## config.mk

```make
export PLATFORM = sky130hd
export DESIGN_NAME = sprite_rom_arbiter
export DESIGN_NICKNAME = d
export VERILOG_FILES = /design/src/rtl/sprite_rom_arbiter.sv
export SDC_FILE = /design/constraint.sdc
export NUM_CORES = 1
export LEC_CHECK = 0
export CAP_MARGIN = 20
export CORE_MARGIN = 2
export CORE_UTILIZATION = 39
export DETAILED_ROUTE_END_ITERATION = 7
export PLACE_DENSITY_LB_ADDON = 0.2
export SKIP_LAST_GASP = 1
export SYNTH_ARGS = -nofsm -noshare
export SYNTH_HDL_FRONTEND = slang
export SYNTH_SLANG_ARGS = --single-unit
```

## constraint.sdc

```tcl
create_clock -name clk -period 3.8 [get_ports clk]
set_clock_uncertainty 0.15 [all_clocks]
set_input_delay 0.76 -clock clk [delete_from_list [all_inputs] [get_ports clk]]
set_output_delay 0.76 -clock clk [all_outputs]
set_load 0.01 [all_outputs]
```

## src/rtl/sprite_rom_arbiter.sv

```systemverilog
// Round-robin arbiter sharing one combinational sprite ROM port among NUM_REQ
// pixel requesters; two-stage pipeline (address reg, response reg) with backpressure.
`timescale 1ns/1ps
module sprite_rom_arbiter #(
    parameter int          NUM_REQ         = 4,
    parameter int          SPRITE_W        = 16,
    parameter int          SPRITE_H        = 16,
    parameter logic [11:0] TRANSPARENT_RGB = 12'hF0F,
    localparam int         XW              = $clog2(SPRITE_W),
    localparam int         YW              = $clog2(SPRITE_H),
    localparam int         IDW             = $clog2(NUM_REQ)
) (
    input  logic                  clk,
    input  logic                  reset,
    input  logic [NUM_REQ-1:0]    req_valid,
    input  logic [NUM_REQ*XW-1:0] req_sx,
    input  logic [NUM_REQ*YW-1:0] req_sy,
    output logic [NUM_REQ-1:0]    req_ready,
    output logic [XW-1:0]         rom_sx,
    output logic [YW-1:0]         rom_sy,
    input  logic [11:0]           rom_rgb,
    output logic                  rsp_valid,
    input  logic                  rsp_ready,
    output logic [IDW-1:0]        rsp_id,
    output logic [11:0]           rsp_rgb,
    output logic                  rsp_transp
);

    logic [XW-1:0]  sx_arr  [NUM_REQ];
    logic [YW-1:0]  sy_arr  [NUM_REQ];
    logic           oob_arr [NUM_REQ];

    logic [XW-1:0]  rom_sx_q, rom_sx_d;
    logic [YW-1:0]  rom_sy_q, rom_sy_d;
    logic [IDW-1:0] a_id_q, a_id_d;
    logic           a_valid_q, a_valid_d;
    logic           a_oob_q, a_oob_d;
    logic           rsp_valid_q, rsp_valid_d;
    logic [IDW-1:0] rsp_id_q, rsp_id_d;
    logic [11:0]    rsp_rgb_q, rsp_rgb_d;
    logic           rsp_transp_q, rsp_transp_d;
    logic [IDW-1:0] ptr_q, ptr_d;

    logic           b_load;
    logic           can_accept;
    logic           grant_found;
    logic [IDW-1:0] grant_id;
    logic [IDW:0]   scan_idx;

    // Range check is done in 32 bits so power-of-2 sizes collapse cleanly to "never".
    generate
        for (genvar gi = 0; gi < NUM_REQ; gi++) begin : g_unpack
            assign sx_arr[gi]    = req_sx[gi*XW +: XW];
            assign sy_arr[gi]    = req_sy[gi*YW +: YW];
            assign oob_arr[gi]   = (32'(sx_arr[gi]) >= SPRITE_W) || (32'(sy_arr[gi]) >= SPRITE_H);
            assign req_ready[gi] = grant_found && (grant_id == IDW'(gi));
        end
    endgenerate

    assign b_load     = a_valid_q && (!rsp_valid_q || rsp_ready);
    assign can_accept = !a_valid_q || b_load;

    // Rotating priority search starting at the round-robin pointer.
    always_comb begin
        grant_found = 1'b0;
        grant_id    = '0;
        scan_idx    = '0;
        for (int k = 0; k < NUM_REQ; k++) begin
            scan_idx = {1'b0, ptr_q} + (IDW+1)'(k);
            if (scan_idx >= (IDW+1)'(NUM_REQ)) begin
                scan_idx = scan_idx - (IDW+1)'(NUM_REQ);
            end
            if (!grant_found && req_valid[scan_idx[IDW-1:0]]) begin
                grant_found = 1'b1;
                grant_id    = scan_idx[IDW-1:0];
            end
        end
        if (!can_accept || reset) begin
            grant_found = 1'b0;
        end
    end

    always_comb begin
        rom_sx_d     = rom_sx_q;
        rom_sy_d     = rom_sy_q;
        a_id_d       = a_id_q;
        a_valid_d    = a_valid_q;
        a_oob_d      = a_oob_q;
        ptr_d        = ptr_q;
        rsp_valid_d  = rsp_valid_q;
        rsp_id_d     = rsp_id_q;
        rsp_rgb_d    = rsp_rgb_q;
        rsp_transp_d = rsp_transp_q;

        if (grant_found) begin
            rom_sx_d  = sx_arr[grant_id];
            rom_sy_d  = sy_arr[grant_id];
            a_id_d    = grant_id;
            a_oob_d   = oob_arr[grant_id];
            a_valid_d = 1'b1;
            ptr_d     = (grant_id == IDW'(NUM_REQ-1)) ? '0 : grant_id + 1'b1;
        end else if (b_load) begin
            a_valid_d = 1'b0;
        end

        if (b_load) begin
            rsp_valid_d  = 1'b1;
            rsp_id_d     = a_id_q;
            rsp_rgb_d    = a_oob_q ? TRANSPARENT_RGB : rom_rgb;
            rsp_transp_d = (rsp_rgb_d == TRANSPARENT_RGB);
        end else if (rsp_ready) begin
            rsp_valid_d  = 1'b0;
        end
    end

    always_ff @(posedge clk) begin
        if (reset) begin
            rom_sx_q     <= '0;
            rom_sy_q     <= '0;
            a_id_q       <= '0;
            a_valid_q    <= 1'b0;
            a_oob_q      <= 1'b0;
            ptr_q        <= '0;
            rsp_valid_q  <= 1'b0;
            rsp_id_q     <= '0;
            rsp_rgb_q    <= '0;
            rsp_transp_q <= 1'b0;
        end else begin
            rom_sx_q     <= rom_sx_d;
            rom_sy_q     <= rom_sy_d;
            a_id_q       <= a_id_d;
            a_valid_q    <= a_valid_d;
            a_oob_q      <= a_oob_d;
            ptr_q        <= ptr_d;
            rsp_valid_q  <= rsp_valid_d;
            rsp_id_q     <= rsp_id_d;
            rsp_rgb_q    <= rsp_rgb_d;
            rsp_transp_q <= rsp_transp_d;
        end
    end

    assign rom_sx     = rom_sx_q;
    assign rom_sy     = rom_sy_q;
    assign rsp_valid  = rsp_valid_q;
    assign rsp_id     = rsp_id_q;
    assign rsp_rgb    = rsp_rgb_q;
    assign rsp_transp = rsp_transp_q;

endmodule

```

==> results of run 1 <==
worst min path at each step:
stage | from | end
CTS | rsp_transp | rsp_transp
detailed placement | rsp_transp | rsp_transp
global placement | a_id_q[0] | rsp_id[0]
finish | rsp_rgb[6] | rsp_rgb[6]
global route | rsp_rgb[7] | rsp_rgb[7]
floorplan | a_id_q[0] | rsp_id[0]
metrics by stage:
stage | total power [mW] | instances | util | hold WS [ns] | cell area [µm²]
6_report | 0.9417 | 287 | 0.6599 | 0.3009 | 2416
5_1_grt | 0.9925 | 287 | 0.6599 | 0.3234 | 2416
4_1_cts | 0.9528 | 287 | 0.6599 | 0.3054 | 2416
3_5_place_dp | 0.6263 | 279 | 0.6282 | 0.2967 | 2300
3_3_place_gp | 0.6245 | 279 | 0.6282 | 0.2911 | 2300
2_1_floorplan | 0.4968 | 157 | - | 0.2821 | 1480
area by class of cell:
type | instances | area share
clock inverter | 1 | 0.01243
timing repair buffer | 82 | 0.3356
inverter | 1 | 0.001554
sequential | 29 | 0.2403
multi-input combinational | 119 | 0.3496
clock buffer | 7 | 0.03573
tap | 48 | 0.02486
synth_stat cells, types with 2 or more instances:
| cell | n | area, µm² |
|---|---|---|
| nor2_1 | 8 | 30.03 |
| o221ai_2 | 9 | 135.1 |
| clkbuf_1 | 3 | 11.26 |
| nand2_1 | 35 | 131.4 |
| mux2i_1 | 17 | 170.2 |
| nor2b_1 | 3 | 18.77 |
| a21oi_1 | 18 | 90.09 |
| buf_6 | 2 | 22.52 |
| nand3b_1 | 8 | 60.06 |
| buf_2 | 2 | 10.01 |
| dfxtp_1 | 29 | 580.6 |
| nand2b_1 | 2 | 12.51 |
report_power, final:
group          internal, mW  switching, mW  total, mW
Clock                 0.213          0.109      0.323
Combinational         0.152          0.115      0.267
Sequential            0.334         0.0174      0.352
worst max-delay path, delay by kind of cell:
kind | cells | cell delay, ns
AO/OA/AOI/OAI | 1 | 0.46
buffers and inverters | 2 | 1.05
AND/OR/NAND/NOR | 3 | 0.49
sequential cells by signal (all words and copies together) (netlist names):
| name | cells |
|---|---|
| rsp_id | 2 |
| a_id_q | 2 |
| a_valid_q | 1 |
| rsp_rgb | 12 |
| rsp_transp | 1 |
| ptr_q | 2 |
| rom_sx | 4 |
| rom_sy | 4 |
| rsp_valid | 1 |
per-layer routing:
layer	share of wire	global-route usage	vias up
li1	-	-	727
met1	0.45	0.2320	647
met2	0.49	0.3151	42
met3	0.047	0.05137	6
met4	0.011	0.04948	0
met5	0	0	-
cell families after synthesis:
kind of cell / Yosys count
muxes: 17
and+or+nand+nor: 66
buffers and inverters: 9
DFF: 29
AOI/OAI and AO/OA: 36
==> results.py, run 1 <==
metrics = {
    "cts": {
        "post_cts_buffers": 0,
        "ctsResizeCount": 0,
        "root_buffer": "clkbuf_8",
        "cts_inserted_buffers": 5,
        "h-tree-depth": 2,
        "insertion_delay_ns": 0.27,
        "cts_sinks": 29,
        "cts_hold_buf": 0,
        "cts_tree": "done",
        "clkSlewWorstSetupHoldPaths_ns": 0.06,
        "clk_path_buf_depth": 2,
    },
    "logic_synthesis": {
        "synth_compound_area_frac": 0.2223,
        "ys_ff_latch": 29,
        "syn_avg_cell_area_um2": 9.428,
        "ys_seq_area_frac": 0.3922,
        "synth_flop_cell": "dfxtp_1",
        "synth_edf_count": 0,
        "syn_nets": 208,
        "synth.distinct_cells": 33,
        "syn_inst": 157,
        "synth-xor-area-share": 0,
        "ys_warn_count": 0,
        "synth_mux_area_frac": 0.1150,
        "synth-simple-area-share": 0.2333,
        "synth_area_um2": 1480,
        "synth-adder-area-share": 0,
        "async_flop_share": 0,
        "synth_top_family_by_area": "simple AND/OR/NAND/NOR gates",
    },
    "sta": {
        "worst_pin_slew_ns": 0.5560,
        "rsz0062_at_grt": "false",
        "fmax_mhz": 273.8,
        "post-route-period-util": 0.9612,
        "hold_viol_final": 0,
        "slew_headroom": 0.6293,
        "finalSetupTns_ns": 0,
        "setup-violations-final": 0,
        "layout_min_cycle_time_ns": 3.653,
        "fin_ws_ns": 0.1473,
        "slew_violations": 0,
    },
    "critical_path": {
        "crit_arrival_ns": 2.74,
        "crit_required_ns": 2.89,
        "endpoint": "req_ready[1]",
        "path_class": "in2out",
        "end_kind": "output pin",
        "startpoint": "req_valid[2]",
        "cp_common_cell": "clkdlybuf4s50_1",
        "cp_max_fo": 6,
        "ff2ff_path_depth": 5,
        "critPathMaxStageDelay_ns": 0.54,
        "crit_slowest_cell": "clkdlybuf4s50_1",
        "rrSetupSlack_ns": 1.92,
        "reg2reg_from": "ptr_q[1]",
        "worstReg2RegEnd": "rom_sx[3]",
        "critPathLaunchType": "primary input",
        "path_cells": "clkdlybuf4s50_1, nor2b_1, a221o_2, and2_1, nor2_1, clkdlybuf4s50_1",
    },
    "outcome": {
        "outcome": "complete, no violations",
    },
    "placement": {
        "place_ws_ns": 0.2166,
        "portBuffers": 78,
        "hpwl_mm": 2.740,
        "gp_congestion": 0.7716,
    },
    "grt": {
        "grt_max_degree": 31,
        "track_usage": 0.1861,
        "antenna_found_initial": 0,
        "grt_pass1_wl_mm": 6.168,
        "grt_pass1_vias": 1340,
        "grt.overflow.total": 0,
    },
    "floorplanning": {
        "dieWidth_um": 65.61,
        "rows": 22,
        "coreArea_um2": 3661,
        "die_area_um2": 4304,
        "pin_count": 79,
        "chipHeight_um": 65.61,
        "start_util": 0.4043,
    },
    "run": {
        "drv_cap": 0,
    },
    "cells_and_area": {
        "antenna_cells": 0,
        "layout.nets": 289,
        "drive_gt1_frac": 0.1213,
        "syn_to_final_growth_pct": 63.23,
        "final_common_cell": "clkdlybuf4s50_1",
        "final_cell_mix": "78 x clkdlybuf4s50_1, 35 x nand2_1, 29 x dfxtp_1",
        "final-seq-area_um2": 580.6,
        "fillers": 335,
        "multi_input_area_um2": 844.6,
    },
    "routing": {
        "drt_wl_total_mm": 3.788,
        "drc_errors": 0,
        "dr.pass1.iters": 4,
        "num_vias": 1422,
        "ant_nets": 0,
        "drt_iter0_drc": 81,
        "vias_per_cell": 4.955,
        "post_drt_wl_per_cell_um": 13.20,
    },
    "pwr": {
        "leakage_nw": 0.9162,
        "ir_drop_uv": 292.5,
        "powerDensity_nw_per_um2": 389.8,
    },
    "min_path": {
        "hold_depth": 2,
        "hold_class": "reg2reg",
    },
}
Note: power is estimated with default switching activity, not from simulation.
==> run 2, diff against run 1 <==
--- a/config.mk
+++ b/config.mk
@@ -7,7 +7,7 @@
 export LEC_CHECK = 0
 export CAP_MARGIN = 20
 export CORE_MARGIN = 2
-export CORE_UTILIZATION = 39
+export CORE_UTILIZATION = 35
 export DETAILED_ROUTE_END_ITERATION = 7
 export PLACE_DENSITY_LB_ADDON = 0.2
 export SKIP_LAST_GASP = 1
==> results.py, run 2 (synthesis gave the netlist of run 1 again) <==
metrics = {
    "critical_path": {
        "path_class": "in2out",
        "critPathLaunchType": "primary input",
        "end_kind": "output pin",
        "cp_max_fo": 6,
        "crit_arrival_ns": 2.67,
        "crit_required_ns": 2.89,
    },
    "cells_and_area": {
        "stdcell_area_um2": 2389,
        "antenna_cells": 0,
        "final_cell_mix": "78 x clkdlybuf4s50_1, 35 x nand2_1, 29 x dfxtp_1",
        "layout.nets": 289,
        "drive_gt1_frac": 0.1176,
        "largest_register_ffs": 12,
        "final_common_cell": "clkdlybuf4s50_1",
        "syn_to_final_growth_pct": 61.37,
        "fillers": 367,
    },
    "sta": {
        "slew_violations": 0,
        "fin_ws_ns": 0.2150,
        "fmax_mhz": 278.9,
        "layout_min_cycle_time_ns": 3.585,
        "post-route-period-util": 0.9434,
        "hold_viol_final": 0,
        "worst_pin_slew_ns": 0.5713,
        "slew_headroom": 0.6191,
        "rsz0062_at_grt": "false",
        "finalSetupTns_ns": 0,
        "setup-violations-final": 0,
    },
    "grt": {
        "grt_pass1_vias": 1430,
        "grt_pass1_wl_mm": 6.520,
        "antenna_found_initial": 0,
        "track_usage": 0.1641,
        "grt_max_degree": 31,
        "grt.overflow.total": 0,
    },
    "pwr": {
        "p_sw_frac": 0.2731,
        "clkPwrFrac": 0.287,
        "combPwrFrac": 0.307,
        "leakage_nw": 0.9021,
        "netSwitchingPower_uw": 236.6,
        "power_frac_seq": 0.406,
        "powerDensity_nw_per_um2": 362.7,
        "p_total_uw": 866.3,
        "ir_drop_uv": 219.8,
        "p_int_uw": 629.8,
    },
    "placement": {
        "place_area_um2": 2302,
        "portBuffers": 78,
        "gp_congestion": 0.7174,
        "hpwl_mm": 2.808,
        "place_ws_ns": 0.2113,
    },
    "floorplanning": {
        "pin_count": 79,
        "coreArea_um2": 4029,
        "die_area_um2": 4765,
        "chipHeight_um": 69.03,
        "rows": 23,
        "start_util": 0.3674,
        "dieWidth_um": 69.03,
    },
    "outcome": {
        "outcome": "complete, no violations",
    },
    "routing": {
        "drt_iter0_drc": 53,
        "num_vias": 1421,
        "drc_errors": 0,
        "drt_wl_total_mm": 3.706,
        "dr.pass1.iters": 4,
        "ant_nets": 0,
        "post_drt_wl_per_cell_um": 12.87,
        "vias_per_cell": 4.934,
    },
    "cts": {
        "cts_hold_buf": 0,
        "clkSlewWorstSetupHoldPaths_ns": 0.06,
        "clk_path_buf_depth": 2,
        "ctsResizeCount": 0,
        "insertion_delay_ns": 0.27,
        "cts_sinks": 29,
        "h-tree-depth": 2,
        "post_cts_buffers": 0,
        "root_buffer": "clkbuf_8",
        "cts_inserted_buffers": 5,
        "cts_tree": "done",
    },
    "min_path": {
        "hold_class": "reg2reg",
    },
    "run": {
        "drv_cap": 0,
    },
}
run 2: power by group through the flow:
stage | Combinational [mW] | Clock (mW) | Sequential (mW)
finish | 0.266 | 0.248 | 0.352
global placement | 0.267 | 0 | 0.358
global route | 0.289 | 0.270 | 0.355
detailed placement | 0.269 | 0 | 0.358
floorplan | 0.128 | 0 | 0.368
CTS | 0.270 | 0.258 | 0.352
run 2: layout make-up:
cell class / instances / area, µm² / area share
multi-input combinational: 119 / 844.6 / 0.3536
inverter: 1 / 3.754 / 0.001572
sequential: 29 / 580.6 / 0.2431
tap: 50 / 62.56 / 0.02619
clock buffer: 7 / 86.33 / 0.03614
timing repair buffer: 82 / 810.8 / 0.3394
run 2: routing by layer:
layer | global-route usage | share of wire | wire [µm]
met4 | 0.03922 | 0.0062 | 23
met1 | 0.1982 | 0.44 | 1637
met3 | 0.06140 | 0.073 | 270
met2 | 0.2756 | 0.48 | 1775
met5 | 0 | 0 | 0
run 2: metrics by stage:
step	util	instances	hold WS (ns)
after global routing	0.5929	288	0.3273
after CTS	0.5929	288	0.3050
final	0.5929	288	0.3015
after detailed placement	0.5714	281	0.2963
after global placement	0.5714	281	0.2901
after floorplan	-	157	0.2821
run 2: final timing paths:
| kind | depth (start not counted) | slack [ns] | startpoint | endpoint |
|---|---|---|---|---|
| min | 2 | 0.30 | rsp_id[0] | rsp_id[0] |
| max reg2reg | 5 | 1.88 | ptr_q[1] | rom_sy[1] |
| max | 6 | 0.22 | req_valid[2] | req_ready[1] |
| min reg2reg | 2 | 0.30 | rsp_id[0] | rsp_id[0] |
run 2: worst max-delay path, cell delays in order:
cell and delay [ns]:
clkdlybuf4s50_1 0.48, nor2b_1 0.17, a221o_2 0.45, and2_1 0.19, nor2_1 0.10, clkdlybuf4s50_1 0.53
